$ cat src/rtl/alu_pkg.sv
// ---------------------------------------------------------------------------
// alu_pkg
// Shared types and constants for the ALU issue path.
//   data_t    : 32-bit datapath word
//   alu_op_t  : 4-bit ALU operation code seen by the execute stage
//   issue_t   : one decoded entry {operation, operands, rd, write-back, illegal}
//   OPC_*     : RV32I major opcodes handled by the issue stage
//   baseOp()  : funct3 -> operation for the funct7=0000000 / OP-IMM family
// ---------------------------------------------------------------------------
package alu_pkg;

   typedef logic [31:0] data_t;

   typedef enum logic [3:0] {
      ALU_ADD   = 4'd0,
      ALU_SUB   = 4'd1,
      ALU_SLL   = 4'd2,
      ALU_SLT   = 4'd3,
      ALU_SLTU  = 4'd4,
      ALU_XOR   = 4'd5,
      ALU_SRL   = 4'd6,
      ALU_SRA   = 4'd7,
      ALU_OR    = 4'd8,
      ALU_AND   = 4'd9,
      ALU_LUI   = 4'd10,
      ALU_AUIPC = 4'd11
   } alu_op_t;

   localparam logic [6:0] OPC_OP    = 7'b0110011;
   localparam logic [6:0] OPC_OPIMM = 7'b0010011;
   localparam logic [6:0] OPC_LUI   = 7'b0110111;
   localparam logic [6:0] OPC_AUIPC = 7'b0010111;

   localparam logic [6:0] F7_BASE = 7'b0000000;
   localparam logic [6:0] F7_ALT  = 7'b0100000;

   typedef struct packed {
      alu_op_t     op;
      data_t       op1;
      data_t       op2;
      logic [4:0]  rd;
      logic        regWrite;
      logic        illegal;
   } issue_t;

   // funct3 maps to the same operation for OP (funct7=0) and OP-IMM;
   // the alternate encodings (SUB/SRA) are resolved by the caller.
   function automatic alu_op_t baseOp(input logic [2:0] f3);
      alu_op_t op;
      case (f3)
         3'b000:  op = ALU_ADD;
         3'b001:  op = ALU_SLL;
         3'b010:  op = ALU_SLT;
         3'b011:  op = ALU_SLTU;
         3'b100:  op = ALU_XOR;
         3'b101:  op = ALU_SRL;
         3'b110:  op = ALU_OR;
         default: op = ALU_AND;
      endcase
      return op;
   endfunction

endpackage

$ cat src/rtl/alu_op_decoder.sv
// ---------------------------------------------------------------------------
// alu_op_decoder
// Purely combinational decode of an RV32I OP / OP-IMM / LUI / AUIPC word into
// the ALU operation and its two operands.
//   i_Instr      : instruction word
//   i_PC         : instruction address (Op1 for AUIPC)
//   i_Rs1Data    : rs1 value
//   i_Rs2Data    : rs2 value
//   o_Operation  : alu_op_t code (ADD when illegal)
//   o_Op1/o_Op2  : operands (zero when illegal)
//   o_Rd         : destination register field
//   o_RegWrite   : legal and rd != x0
//   o_Illegal    : unsupported opcode or funct combination
// ---------------------------------------------------------------------------
module alu_op_decoder
   import alu_pkg::*;
(
   input  logic [31:0] i_Instr,
   input  logic [31:0] i_PC,
   input  logic [31:0] i_Rs1Data,
   input  logic [31:0] i_Rs2Data,
   output logic [3:0]  o_Operation,
   output logic [31:0] o_Op1,
   output logic [31:0] o_Op2,
   output logic [4:0]  o_Rd,
   output logic        o_RegWrite,
   output logic        o_Illegal
);

   logic [6:0] w_Opcode;
   logic [2:0] w_F3;
   logic [6:0] w_F7;
   logic       w_Legal;
   alu_op_t    w_Op;
   data_t      w_Op1;
   data_t      w_Op2;

   assign w_Opcode = i_Instr[6:0];
   assign w_F3     = i_Instr[14:12];
   assign w_F7     = i_Instr[31:25];

   // Operands are chosen per opcode first; legality is folded in at the end
   // so an illegal entry always leaves the ALU computing 0 + 0.
   always_comb begin
      w_Legal = 1'b0;
      w_Op    = ALU_ADD;
      w_Op1   = '0;
      w_Op2   = '0;
      case (w_Opcode)
         OPC_OP: begin
            w_Op1 = i_Rs1Data;
            w_Op2 = i_Rs2Data;
            if (w_F7 == F7_BASE) begin
               w_Legal = 1'b1;
               w_Op    = baseOp(w_F3);
            end else if (w_F7 == F7_ALT && w_F3 == 3'b000) begin
               w_Legal = 1'b1;
               w_Op    = ALU_SUB;
            end else if (w_F7 == F7_ALT && w_F3 == 3'b101) begin
               w_Legal = 1'b1;
               w_Op    = ALU_SRA;
            end
         end
         OPC_OPIMM: begin
            w_Op1 = i_Rs1Data;
            w_Op2 = {{20{i_Instr[31]}}, i_Instr[31:20]};
            if (w_F3 == 3'b001) begin
               // Shift amount only; the upper immediate bits are the funct7 field.
               w_Op2   = {27'd0, i_Instr[24:20]};
               w_Legal = (w_F7 == F7_BASE);
               w_Op    = ALU_SLL;
            end else if (w_F3 == 3'b101) begin
               w_Op2   = {27'd0, i_Instr[24:20]};
               w_Legal = (w_F7 == F7_BASE) || (w_F7 == F7_ALT);
               w_Op    = (w_F7 == F7_ALT) ? ALU_SRA : ALU_SRL;
            end else begin
               w_Legal = 1'b1;
               w_Op    = baseOp(w_F3);
            end
         end
         OPC_LUI: begin
            // The ALU shifts the 20-bit immediate into place itself.
            w_Legal = 1'b1;
            w_Op    = ALU_LUI;
            w_Op2   = {12'd0, i_Instr[31:12]};
         end
         OPC_AUIPC: begin
            w_Legal = 1'b1;
            w_Op    = ALU_AUIPC;
            w_Op1   = i_PC;
            w_Op2   = {12'd0, i_Instr[31:12]};
         end
         default: begin
            w_Legal = 1'b0;
         end
      endcase
   end

   assign o_Operation = w_Legal ? w_Op  : ALU_ADD;
   assign o_Op1       = w_Legal ? w_Op1 : '0;
   assign o_Op2       = w_Legal ? w_Op2 : '0;
   assign o_Rd        = i_Instr[11:7];
   assign o_RegWrite  = w_Legal && (i_Instr[11:7] != 5'd0);
   assign o_Illegal   = !w_Legal;

endmodule

$ cat src/rtl/alu_issue_stage.sv
// ---------------------------------------------------------------------------
// alu_issue_stage
// Registered valid/ready stage between register-file read and the ALU, with a
// two-entry skid buffer so o_Ready comes straight from a flop.
//   i_Clk, i_Rst_n          : clock, async active-low reset
//   i_Flush                 : drop every buffered entry (wins over transfers)
//   i_Valid / o_Ready       : upstream handshake
//   i_Instr, i_PC,
//   i_Rs1Data, i_Rs2Data    : entry to decode
//   o_Valid / i_Ready       : downstream handshake
//   o_Operation, o_Op1,
//   o_Op2, o_Rd,
//   o_RegWrite, o_Illegal   : decoded entry presented to the ALU
// ---------------------------------------------------------------------------
module alu_issue_stage
   import alu_pkg::*;
#(
   parameter int WORD_SIZE = 32
)
(
   input  logic                 i_Clk,
   input  logic                 i_Rst_n,
   input  logic                 i_Flush,
   input  logic                 i_Valid,
   output logic                 o_Ready,
   input  logic [31:0]          i_Instr,
   input  logic [WORD_SIZE-1:0] i_PC,
   input  logic [WORD_SIZE-1:0] i_Rs1Data,
   input  logic [WORD_SIZE-1:0] i_Rs2Data,
   output logic                 o_Valid,
   input  logic                 i_Ready,
   output logic [3:0]           o_Operation,
   output logic [WORD_SIZE-1:0] o_Op1,
   output logic [WORD_SIZE-1:0] o_Op2,
   output logic [4:0]           o_Rd,
   output logic                 o_RegWrite,
   output logic                 o_Illegal
);

   typedef enum logic [1:0] {
      S_EMPTY = 2'd0,
      S_ONE   = 2'd1,
      S_TWO   = 2'd2
   } state_t;

   state_t      r_State;
   state_t      w_NextState;
   logic        r_Valid;
   logic        r_Ready;
   issue_t      r_Out;
   issue_t      r_Skid;
   issue_t      w_Dec;
   logic        w_In;
   logic        w_Out;
   logic        w_LoadOut;
   logic        w_SkidToOut;
   logic        w_LoadSkid;
   logic [3:0]  w_DecOp;
   logic [31:0] w_DecOp1;
   logic [31:0] w_DecOp2;
   logic [4:0]  w_DecRd;
   logic        w_DecRegWrite;
   logic        w_DecIllegal;

   alu_op_decoder u_Decoder (
      .i_Instr     (i_Instr),
      .i_PC        (i_PC),
      .i_Rs1Data   (i_Rs1Data),
      .i_Rs2Data   (i_Rs2Data),
      .o_Operation (w_DecOp),
      .o_Op1       (w_DecOp1),
      .o_Op2       (w_DecOp2),
      .o_Rd        (w_DecRd),
      .o_RegWrite  (w_DecRegWrite),
      .o_Illegal   (w_DecIllegal)
   );

   assign w_Dec = '{op: alu_op_t'(w_DecOp), op1: w_DecOp1, op2: w_DecOp2,
                    rd: w_DecRd, regWrite: w_DecRegWrite, illegal: w_DecIllegal};

   assign w_In  = i_Valid && r_Ready;
   assign w_Out = r_Valid && i_Ready;

   // Occupancy control. A new entry goes to the output register unless that
   // register is held by backpressure, in which case it parks in the skid.
   always_comb begin
      w_NextState = r_State;
      w_LoadOut   = 1'b0;
      w_SkidToOut = 1'b0;
      w_LoadSkid  = 1'b0;
      case (r_State)
         S_EMPTY: begin
            if (w_In) begin
               w_NextState = S_ONE;
               w_LoadOut   = 1'b1;
            end
         end
         S_ONE: begin
            if (w_In && !w_Out) begin
               w_NextState = S_TWO;
               w_LoadSkid  = 1'b1;
            end else if (w_Out && !w_In) begin
               w_NextState = S_EMPTY;
            end else if (w_In && w_Out) begin
               w_LoadOut   = 1'b1;
            end
         end
         S_TWO: begin
            if (w_Out) begin
               w_NextState = S_ONE;
               w_SkidToOut = 1'b1;
            end
         end
         default: begin
            w_NextState = S_EMPTY;
         end
      endcase
      if (i_Flush) begin
         w_NextState = S_EMPTY;
         w_LoadOut   = 1'b0;
         w_SkidToOut = 1'b0;
         w_LoadSkid  = 1'b0;
      end
   end

   // Handshake flags are registered from the next state so neither output
   // depends combinationally on the far-side handshake.
   always_ff @(posedge i_Clk or negedge i_Rst_n) begin
      if (!i_Rst_n) begin
         r_State <= S_EMPTY;
         r_Valid <= 1'b0;
         r_Ready <= 1'b1;
      end else begin
         r_State <= w_NextState;
         r_Valid <= (w_NextState != S_EMPTY);
         r_Ready <= (w_NextState != S_TWO);
      end
   end

   // Entry storage; the output register only changes on a load, so it stays
   // stable while the ALU is stalling us.
   always_ff @(posedge i_Clk or negedge i_Rst_n) begin
      if (!i_Rst_n) begin
         r_Out  <= '0;
         r_Skid <= '0;
      end else begin
         if (w_LoadOut) begin
            r_Out <= w_Dec;
         end else if (w_SkidToOut) begin
            r_Out <= r_Skid;
         end
         if (w_LoadSkid) begin
            r_Skid <= w_Dec;
         end
      end
   end

   assign o_Valid     = r_Valid;
   assign o_Ready     = r_Ready;
   assign o_Operation = r_Out.op;
   assign o_Op1       = r_Out.op1;
   assign o_Op2       = r_Out.op2;
   assign o_Rd        = r_Out.rd;
   assign o_RegWrite  = r_Out.regWrite;
   assign o_Illegal   = r_Out.illegal;

endmodule

$ cat config.mk
export PLATFORM = sky130hd
export DESIGN_NAME = alu_issue_stage
export DESIGN_NICKNAME = d
export VERILOG_FILES = /design/src/rtl/alu_pkg.sv /design/src/rtl/alu_op_decoder.sv /design/src/rtl/alu_issue_stage.sv
export SDC_FILE = /design/constraint.sdc
export NUM_CORES = 1
export LEC_CHECK = 0
export BUFFER_PORTS_ARGS = -buffer_cell sky130_fd_sc_hd__buf_2
export CAP_MARGIN = 15
export CORE_UTILIZATION = 47
export CTS_CLUSTER_DIAMETER = 150
export DETAILED_ROUTE_END_ITERATION = 16
export PLACE_DENSITY = 0.72
export SETUP_SLACK_MARGIN = 0.2
export SLEW_MARGIN = 15
export SYNTH_ARGS = -nofsm -noshare
export SYNTH_HDL_FRONTEND = slang
export SYNTH_HIERARCHICAL = 1
export SYNTH_SLANG_ARGS = --single-unit
$ cat constraint.sdc
create_clock -name i_Clk -period 2.2 [get_ports i_Clk]
set_clock_uncertainty 0.2 [all_clocks]
set_input_delay 0.22 -clock i_Clk [delete_from_list [all_inputs] [get_ports i_Clk]]
set_output_delay 0.22 -clock i_Clk [all_outputs]
set_load 0.02 [all_outputs]
**After elaboration in Yosys (flattened, before gate mapping)**

Cells that the tools add are included.

- Register bits after elaboration: 154
- Bits of input ports: 133
- Word-level logic and storage cells: 91

- Equal/unequal tests: 14
- Muxes and demuxes: 42
- Reductions and logical operators: 20

Operators with widths:

| kind | count |
|---|---|
| two-way mux 75 bit | 2 |
| two-way mux 32 bit | 4 |
| case mux 32 bit (3 select lines) | 1 |
| case mux 32 bit (2 select lines) | 1 |
| case mux 4 bit (7 select lines) | 1 |
| == test 7 x 6 -> 1 bit (second input constant) | 3 |
| two-way mux 4 bit | 5 |
| case mux 4 bit (5 select lines) | 1 |
| two-way mux 1 bit | 17 |
| case mux 4 bit (4 select lines) | 1 |
| == test 7 x 5 -> 1 bit (second input constant) | 2 |
| two-way mux 2 bit | 5 |
| == test 3 bit (second input constant) | 3 |
| logical AND 1 bit | 8 |
| logical NOT 7 bit | 1 |
| == test 3 x 2 -> 1 bit (second input constant) | 2 |
| case mux 2 bit (3 select lines) | 1 |
| nonzero test 5 bit | 1 |
| nonzero test 2 bit | 2 |
| OR reduction 2 bit | 2 |
| == test 3 x 1 -> 1 bit (second input constant) | 1 |
| logical NOT 1 bit | 3 |
| logical NOT 3 bit | 1 |
| two-way mux 3 bit | 1 |
| 7 further kinds | 7 |

**Depth between registers and ports, before layout**

Gate-level depths: netlist of the first run.

- Depth after elaboration: 8
- Gate-level depth with buffers: 8
- Mapped depth without buffers: 5

**Cells and area by module**

Netlist of the first run, hierarchy kept.

By module, submodules not included:

| module | instances | cells an instance | area an instance (um2) |
|---|---|---|---|
| alu_issue_stage | 1 | 440 | 6298.5 |
| alu_op_decoder | 1 | 259 | 1650.3 |

**Worst setup path after synthesis of the first run**

OpenSTA, ideal clock, no wires.

- Path kind: input -> register
- Start point: input i_Instr[25]
- End point: register r_Out, in the netlist o_Illegal
- Library setup time: 0.126 ns
- Arrival: 1.808 ns
- Required time: 1.874 ns
- Path slack: 0.066 ns
- Stages: 6
- Path buffers: 1
- Path through: or4_4 > a2111oi_4 > o21ai_2 > buf_2 > or2_1 > a221o_1

- Cells in the longest elaborated chain, start to end: 8

Ends and longest elaborated chain:

| element | line | text |
|---|---|---|
| start, declared | alu_issue_stage.sv:26 | `input logic [31:0] i_Instr,` |
| == test 7 x 6 -> 1 bit | alu_op_decoder.sv:56, alu_op_decoder.sv:59, alu_op_decoder.sv:74 |  |
| logical AND 1 bit | alu_op_decoder.sv:59 | `end else if (w_F7 == F7_ALT && w_F3 == 3'b101) begin` |
| two-way mux 1 bit | alu_op_decoder.sv:59 |  |
| two-way mux 1 bit | alu_op_decoder.sv:56 | `end else if (w_F7 == F7_ALT && w_F3 == 3'b000) begin` |
| two-way mux 1 bit | alu_op_decoder.sv:53 | `if (w_F7 == F7_BASE) begin` |
| case mux 1 bit (3 select lines) * | alu_op_decoder.sv:49 | `case (w_Opcode)` |
| logical NOT 1 bit * | alu_op_decoder.sv:104 | `assign o_Illegal = !w_Legal;` |
| net w_DecIllegal | alu_issue_stage.sv:63 | `logic w_DecIllegal;` |
| two-way mux 75 bit * | alu_issue_stage.sv:147 | `if (w_LoadOut) begin` |
| end signal, assigned | alu_issue_stage.sv:148 | `r_Out <= w_Dec;` |
| end signal, assigned | alu_issue_stage.sv:150 | `r_Out <= r_Skid;` |
| end, declared | alu_issue_stage.sv:50 | `issue_t r_Out;` |

Mark *: on every way through the listed nets, which the timed path passes. The rest lies on a longest branch.
A chain may end at the register's enable or synchronous reset.

**Final worst setup path of the first run**

- Start point: input i_Instr[25]
- End point: register r_Out, in the netlist o_Op1[7]

- Cells in the longest elaborated chain, start to end: 8

Ends and longest elaborated chain:

| element | line | text |
|---|---|---|
| == test 7 x 6 -> 1 bit | alu_op_decoder.sv:56, alu_op_decoder.sv:59, alu_op_decoder.sv:74 |  |
| logical AND 1 bit | alu_op_decoder.sv:59 |  |
| two-way mux 1 bit | alu_op_decoder.sv:59 |  |
| two-way mux 1 bit | alu_op_decoder.sv:56 |  |
| two-way mux 1 bit | alu_op_decoder.sv:53 |  |
| case mux 1 bit (3 select lines) * | alu_op_decoder.sv:49 |  |
| two-way mux 32 bit * | alu_op_decoder.sv:100 | `assign o_Op1 = w_Legal ? w_Op1 : '0;` |
| net w_DecOp1[7] | alu_issue_stage.sv:59 | `logic [31:0] w_DecOp1;` |
| two-way mux 75 bit * | alu_issue_stage.sv:147 |  |

Marks and branches as above.

==> flow_summary.json, run 1 <==
{
  "outcome": "complete, no violations",
  "r2r_setup_slack_ns": 0.25,
  "ant_nets": 0,
  "synthTopCellsByCount": "dfrtp_1, a221o_1, and3_1, mux2_1, a21oi_1",
  "hold_class": "in2reg",
  "sw_frac_of_total": 0.2638,
  "htree_levels": 4,
  "r2r_end": "o_Op1[7]$_DFFE_PN0P_",
  "worstPathRequired_ns": 2.36,
  "drt-total-wl_um": 22100,
  "p_seq_frac": 0.426,
  "grt_pass1_vias": 6806,
  "grt_pass1_wl_um": 35950,
  "ff2ff_path_depth": 5,
  "irDropWorstVdd_mv": 0.5159,
  "fin_crit_sh": 0.9001,
  "synth_xor_area_frac": 0.003306,
  "switching_power_mw": 1.877,
  "multi_input_area_sq_mm": 0.003744,
  "period_minus_slack_ns": 1.980,
  "final_area_sq_mm": 0.01030,
  "clk_path_buf_depth": 2,
  "synth.distinct_cells": 53,
  "crit_end": "o_Op1[7]$_DFFE_PN0P_",
  "final-seq-area_sq_mm": 0.003855,
  "ys_seq_elements": 154,
  "die_area_sq_mm": 0.01744,
  "clock_latency_ns": 0.42,
  "p_clk_frac": 0.431,
  "drt-initial-drc-count": 608,
  "synthArstFlopShare": 1.000,
  "crit_path_start": "i_Instr[25]",
  "grtUsageTotal": 0.2636,
  "path_max_fanout": 29,
  "via_count": 6863,
  "synth_most_common_cell": "dfrtp_1",
  "io_pins": 210,
  "area_growth_pct": 29.64,
  "rsz0062_at_grt": "true",
  "cts_sinks": 154,
  "synth_area_leader_cell": "dfrtp_1",
  "synth_edf_count": 0,
  "reg2reg_from": "o_Ready$_DFF_PN1_",
  "muxShareOfSynthArea": 0.1113,
  "ys_top_cells_by_area": "dfrtp_1, mux2_1, a221o_1",
  "p_int_mw": 5.238,
  "ys.flop_type": "dfrtp_1",
  "syn_area_per_cell_sq_um": 11.37,
  "critPathLaunchType": "input port",
  "die_y_um": 132.1,
  "dp_hpwl_um": 14910,
  "p_per_area_mw_per_mm2": 690.4,
  "numPortBuffers": 209,
  "yosys_warnings": 6,
  "synth-compound-area-share": 0.1777,
  "grt_overflow": 0,
  "slew_headroom": 0.4890,
  "detail_route.drc_violations": 0,
  "cp.arrival_ns": 2.14,
  "worst_slew_pin_slew_ns": 0.7645,
  "nFillCells": 1348,
  "core-area_sq_mm": 0.01652,
  "die_x_um": 132.1,
  "start_util": 0.4810,
  "maxCapViolations": 0,
  "rows": 47,
  "grt_max_degree": 70,
  "yosys.area_share.simple": 0.1698,
  "pwr-share-comb": 0.143,
  "syn_inst": 699,
  "synth_fp_nets": 832,
  "synth_top_area_frac": 0.4817,
  "place_area_sq_mm": 0.009522,
  "syn-cell-area_sq_mm": 0.007949,
  "synth_top_family_by_area": "compound AO/OA/AOI/OAI gates",
  "finalWeightedCongestion": 0.9037,
  "max_freq_mhz": 505.0,
  "routedWlPerCell_um": 19.12,
  "setup_viol": 0,
  "postLayoutCoreUtil": 0.6236,
  "seq_area_frac_synth": 0.4850,
  "cts_root_buffer": "clkbuf_16",
  "cts_tree": "done",
  "drtPass1Iterations": 7,
  "numCtsBuffers": 17,
  "min-delay-start": "i_Rs2Data[11]",
  "cellLeakagePower_nw": 5.341,
  "antenna_found_initial": 0,
  "via_per_inst": 5.937,
  "endpoint_kind": "flip-flop",
  "antenna_cells": 0,
  "synthAdderAreaFrac": 0,
  "finalHoldViolations": 0,
  "drv_slew": 0,
  "nNetsFinal": 1056,
  "layout-drive-gt1-share": 0.3729,
  "critical_path_class": "in2reg",
  "path_clk_slew_ns": 0.06,
  "min_path_cells": 4
}
## cell usage in the layout (no fill, tap or decap), types with 2 or more instances in the layout
master           n
o41ai_1          2
nor2b_1         36
clkinv_4         2
mux2i_1          4
inv_6            5
nor3_2          21
and3_1          75
o21ai_0          5
buf_4           48
mux2_1          75
a21oi_1         42
buf_12          14
clkbuf_16       17
nor3_4           2
nand3b_1         2
a221o_1         75
buf_6            2
a221oi_1         9
dfrtp_1        153
a2111oi_2        2
buf_2          208
bufinv_16        3
a211oi_1        12
nand2_1         17
xnor2_1          2
a222oi_1         6
nor3_1          34
nor2_1           9
a211oi_2         3
nand3_1          3
clkinvlp_4       2
inv_1            3
dlygate4sd3_1    9
## logic make-up after synthesis
kind of cell / after synthesis
buffers and inverters: 80
flip-flops: 154
AO/OA/AOI/OAI: 168
AND/OR/NAND/NOR: 215
multiplexers: 79
XOR/XNOR: 3
## through the flow
| step | std cells | worst slack (ns) | setup TNS (ns) | hold WS, ns | total power, mW |
|---|---|---|---|---|---|
| floorplan | 699 | 0.1004 | 0 | -0.2756 | 3.593 |
| global placement | 1112 | -0.2928 | -12.61 | -0.003401 | 4.057 |
| detailed placement | 1112 | -0.2338 | -11.76 | -0.005194 | 4.070 |
| CTS | 1156 | 0.2075 | 0 | 0.04597 | 7.163 |
| global route | 1156 | 0.1846 | 0 | 0.07014 | 7.391 |
| finish | 1156 | 0.2198 | 0 | 0.06267 | 7.115 |
## routing by layer
layer,part of all wire,track usage,vias to the layer above
met5,0,0,-
met4,0.023,0.1130,0
met3,0.064,0.04268,35
met2,0.47,0.4103,259
met1,0.44,0.3656,3432
li1,-,-,3137
## power groups by stage
stage	clock network [mW]	logic, mW	registers [mW]
2_1_floorplan	0	0.456	3.14
3_3_place_gp	0	0.983	3.07
3_5_place_dp	0	0.994	3.08
4_1_cts	3.11	1.02	3.03
5_1_grt	3.25	1.10	3.04
6_report	3.06	1.02	3.03
## layout make-up
class	instances	area share
Tap cell	220	0.02671
Clock inverter	14	0.01773
Multi-Input combinational cell	465	0.3633
Sequential cell	154	0.3741
Timing Repair Buffer	281	0.1741
Inverter	4	0.001457
Clock buffer	18	0.04262
## worst min-delay path by stage
stage	to	slack, ns
CTS	r_Skid[18]$_DFFE_PN0P_	0.05
global route	r_Skid[19]$_DFFE_PN0P_	0.07
floorplan	o_Illegal$_DFFE_PN0P_	-0.28
global placement	o_Op2[14]$_DFFE_PN0P_	-0.003
detailed placement	r_Skid[20]$_DFFE_PN0P_	-0.005
finish	r_Skid[18]$_DFFE_PN0P_	0.06
## registers in the layout, summed over array words and instances, names as in the netlist
signal / count
o_RegWrite: 1
r_Skid: 75
o_Ready: 1
o_Op2: 32
o_Operation: 4
o_Valid: 1
o_Illegal: 1
o_Rd: 5
o_Op1: 32
r_State: 2
## repair_timing
action                                 CTS  global route
resized for setup                        0             7
endpoints found under the hold margin  148             0
buffers inserted                         3             0
setup endpoints to repair               63            38
pin swaps                                1             0
hold buffers                             9             0
## critical path: stages
cell	delay [ns]
buf_2	0.11
or4_4	0.59
a2111oi_4	0.27
o21ai_4	0.18
buf_12	0.21
nor3_1	0.30
a221o_1	0.23
Note: power is estimated with default switching activity, not from simulation.
==> run 2: changes to the inputs <==
--- a/config.mk
+++ b/config.mk
@@ -5,12 +5,12 @@
 export SDC_FILE = /design/constraint.sdc
 export NUM_CORES = 1
 export LEC_CHECK = 0
-export BUFFER_PORTS_ARGS = -buffer_cell sky130_fd_sc_hd__buf_2
 export CAP_MARGIN = 15
 export CORE_UTILIZATION = 47
 export CTS_CLUSTER_DIAMETER = 150
 export DETAILED_ROUTE_END_ITERATION = 16
-export PLACE_DENSITY = 0.72
+export DONT_BUFFER_PORTS = 1
+export MAX_ROUTING_LAYER = met4
 export SETUP_SLACK_MARGIN = 0.2
 export SLEW_MARGIN = 15
 export SYNTH_ARGS = -nofsm -noshare
==> flow_summary.json, run 2 (synthesis results as in run 1) <==
{
  "rows": 47,
  "setup_slack_ns": 0.2275,
  "cts_sinks": 154,
  "mostFrequentLayoutCell": "dfrtp_1",
  "slew_headroom": 0.3437,
  "cellLeakagePower_nw": 4.245,
  "p_total_mw": 6.750,
  "critPathLaunchType": "flip-flop",
  "start_util": 0.4810,
  "clk_path_buf_depth": 2,
  "drt-initial-drc-count": 450,
  "grtUsageTotal": 0.2569,
  "path_cells": "a21boi_4 -> nor3_4 -> clkbuf_16 -> a221o_1",
  "period_minus_slack_ns": 1.972,
  "p_seq_frac": 0.461,
  "drtPass1Iterations": 6,
  "numPortBuffers": 0,
  "irDropWorstVdd_mv": 0.5094,
  "switching_power_mw": 1.649,
  "finalHoldViolations": 154,
  "p_int_mw": 5.101,
  "via_count": 6025,
  "layout-drive-gt1-share": 0.1422,
  "io_pins": 210,
  "worst_slew_pin_slew_ns": 0.9754,
  "die_x_um": 132.1,
  "path_clk_slew_ns": 0.06,
  "core-area_sq_mm": 0.01652,
  "cts_root_buffer": "clkbuf_16",
  "numCtsBuffers": 17,
  "cp.arrival_ns": 2.06,
  "cts_tree": "done",
  "setup_tns_ns": 0,
  "via_per_inst": 6.528,
  "crit_buf_inv": 1,
  "cts_hold_buf": 20,
  "critical_path_class": "reg2reg",
  "dp_hpwl_um": 13250,
  "endpoint_kind": "flip-flop",
  "hold_class": "in2async",
  "ant_nets": 0,
  "grt_overflow": 0,
  "detail_route.drc_violations": 0,
  "grt_max_degree": 155,
  "largest_reg_flops": 75,
  "hold_slack_ns": -0.7001,
  "grt_pass1_vias": 6105,
  "finalWeightedCongestion": 0.9538,
  "antenna_cells": 0,
  "violations": "hold timing",
  "die_y_um": 132.1,
  "slowest_delay_ns": 0.47,
  "path_max_fanout": 75,
  "die_area_sq_mm": 0.01744,
  "nNetsFinal": 823,
  "setup_viol": 0,
  "htree_levels": 4,
  "sw_frac_of_total": 0.2443,
  "pwr-share-comb": 0.093,
  "layout_common_cells": "dfrtp_1, and3_1, a221o_1, mux2_1, a21oi_1",
  "cp_top_family": "compound AO/OA/AOI/OAI gates",
  "drt-total-wl_um": 21400,
  "rsz0062_at_grt": "true",
  "antenna_found_initial": 0,
  "outcome": "finished with violations",
  "area_growth_pct": 13.40,
  "fin_crit_sh": 0.8966,
  "p_clk_frac": 0.446,
  "max_freq_mhz": 507.0,
  "clock_latency_ns": 0.41,
  "cpMaxStageDelayCell": "dfrtp_1",
  "routedWlPerCell_um": 23.18,
  "top_register": "r_Skid",
  "p_per_area_mw_per_mm2": 748.9,
  "postLayoutCoreUtil": 0.5455,
  "dp_slack_ns": -0.05519,
  "maxCapViolations": 0,
  "worstPathRequired_ns": 2.29,
  "grt_pass1_wl_um": 34290,
  "drv_slew": 0
}
-- run 2: routing by layer --
layer,vias up,share of wire,GRT usage
li1,2667,-,-
met1,3058,0.44,0.3342
met2,248,0.45,0.3795
met3,52,0.071,0.06228
met4,0,0.037,0.1169
met5,-,0,-
-- run 2: layout make-up --
| type | instances | area (sq um) |
|---|---|---|
| clock buffers | 20 | 466.7 |
| clock inverters | 12 | 146.4 |
| fillers | 1417 | 7511 |
| inverters | 4 | 15.01 |
| multi-input cells | 465 | 3727 |
| flip-flops and latches | 154 | 3855 |
| well taps | 220 | 275.3 |
| repair buffers | 48 | 528.0 |
-- run 2: power groups by stage --
stage	clock network (mW)	logic, mW	registers (mW)
final	3.01	0.625	3.11
after global routing	3.18	0.676	3.13
after CTS	3.08	0.614	3.11
after detailed placement	0	0.577	3.16
after global placement	0	0.567	3.16
after floorplan	0	0.456	3.14
-- run 2: worst paths after layout --
| check | startpoint | to | slack (ns) | cells past startpoint |
|---|---|---|---|---|
| worst max-delay path | r_State[0]$_DFF_PN0_ | o_Op2[11]$_DFFE_PN0P_ | 0.23 | 4 |
| worst min-delay path | i_Rst_n | o_Op2[1]$_DFFE_PN0P_ | -0.70 | 0 |
| worst max register to register | r_State[0]$_DFF_PN0_ | o_Op2[11]$_DFFE_PN0P_ | 0.23 | 4 |
| worst min register to register | r_Skid[25]$_DFFE_PN0P_ | r_Skid[25]$_DFFE_PN0P_ | 0.28 | 1 |
| max in group asynchronous | i_Rst_n | o_Ready$_DFF_PN1_ | 2.21 | 0 |
| min in group i_Clk | i_PC[26] | r_Skid[65]$_DFFE_PN0P_ | 0.02 | 3 |
-- run 2: metrics by stage --
stage | cell area [sq um] | cells
2_1_floorplan | 7955 | 699
3_3_place_gp | 8165 | 870
3_5_place_dp | 8165 | 870
4_1_cts | 8979 | 922
5_1_grt | 9014 | 923
6_report | 9014 | 923
-- run 2: worst reg2reg max path: stages (launching register included) --
cell and delay, ns:
dfrtp_1 0.47, a21boi_4 0.35, nor3_4 0.08, clkbuf_16 0.28
a221o_1 0.47
-- run 2: repair_timing --
action	4_1_cts	5_1_grt
setup endpoints to repair	0	54
resized for setup	0	3
endpoints found under the hold margin	179	154
setup buffers	0	1
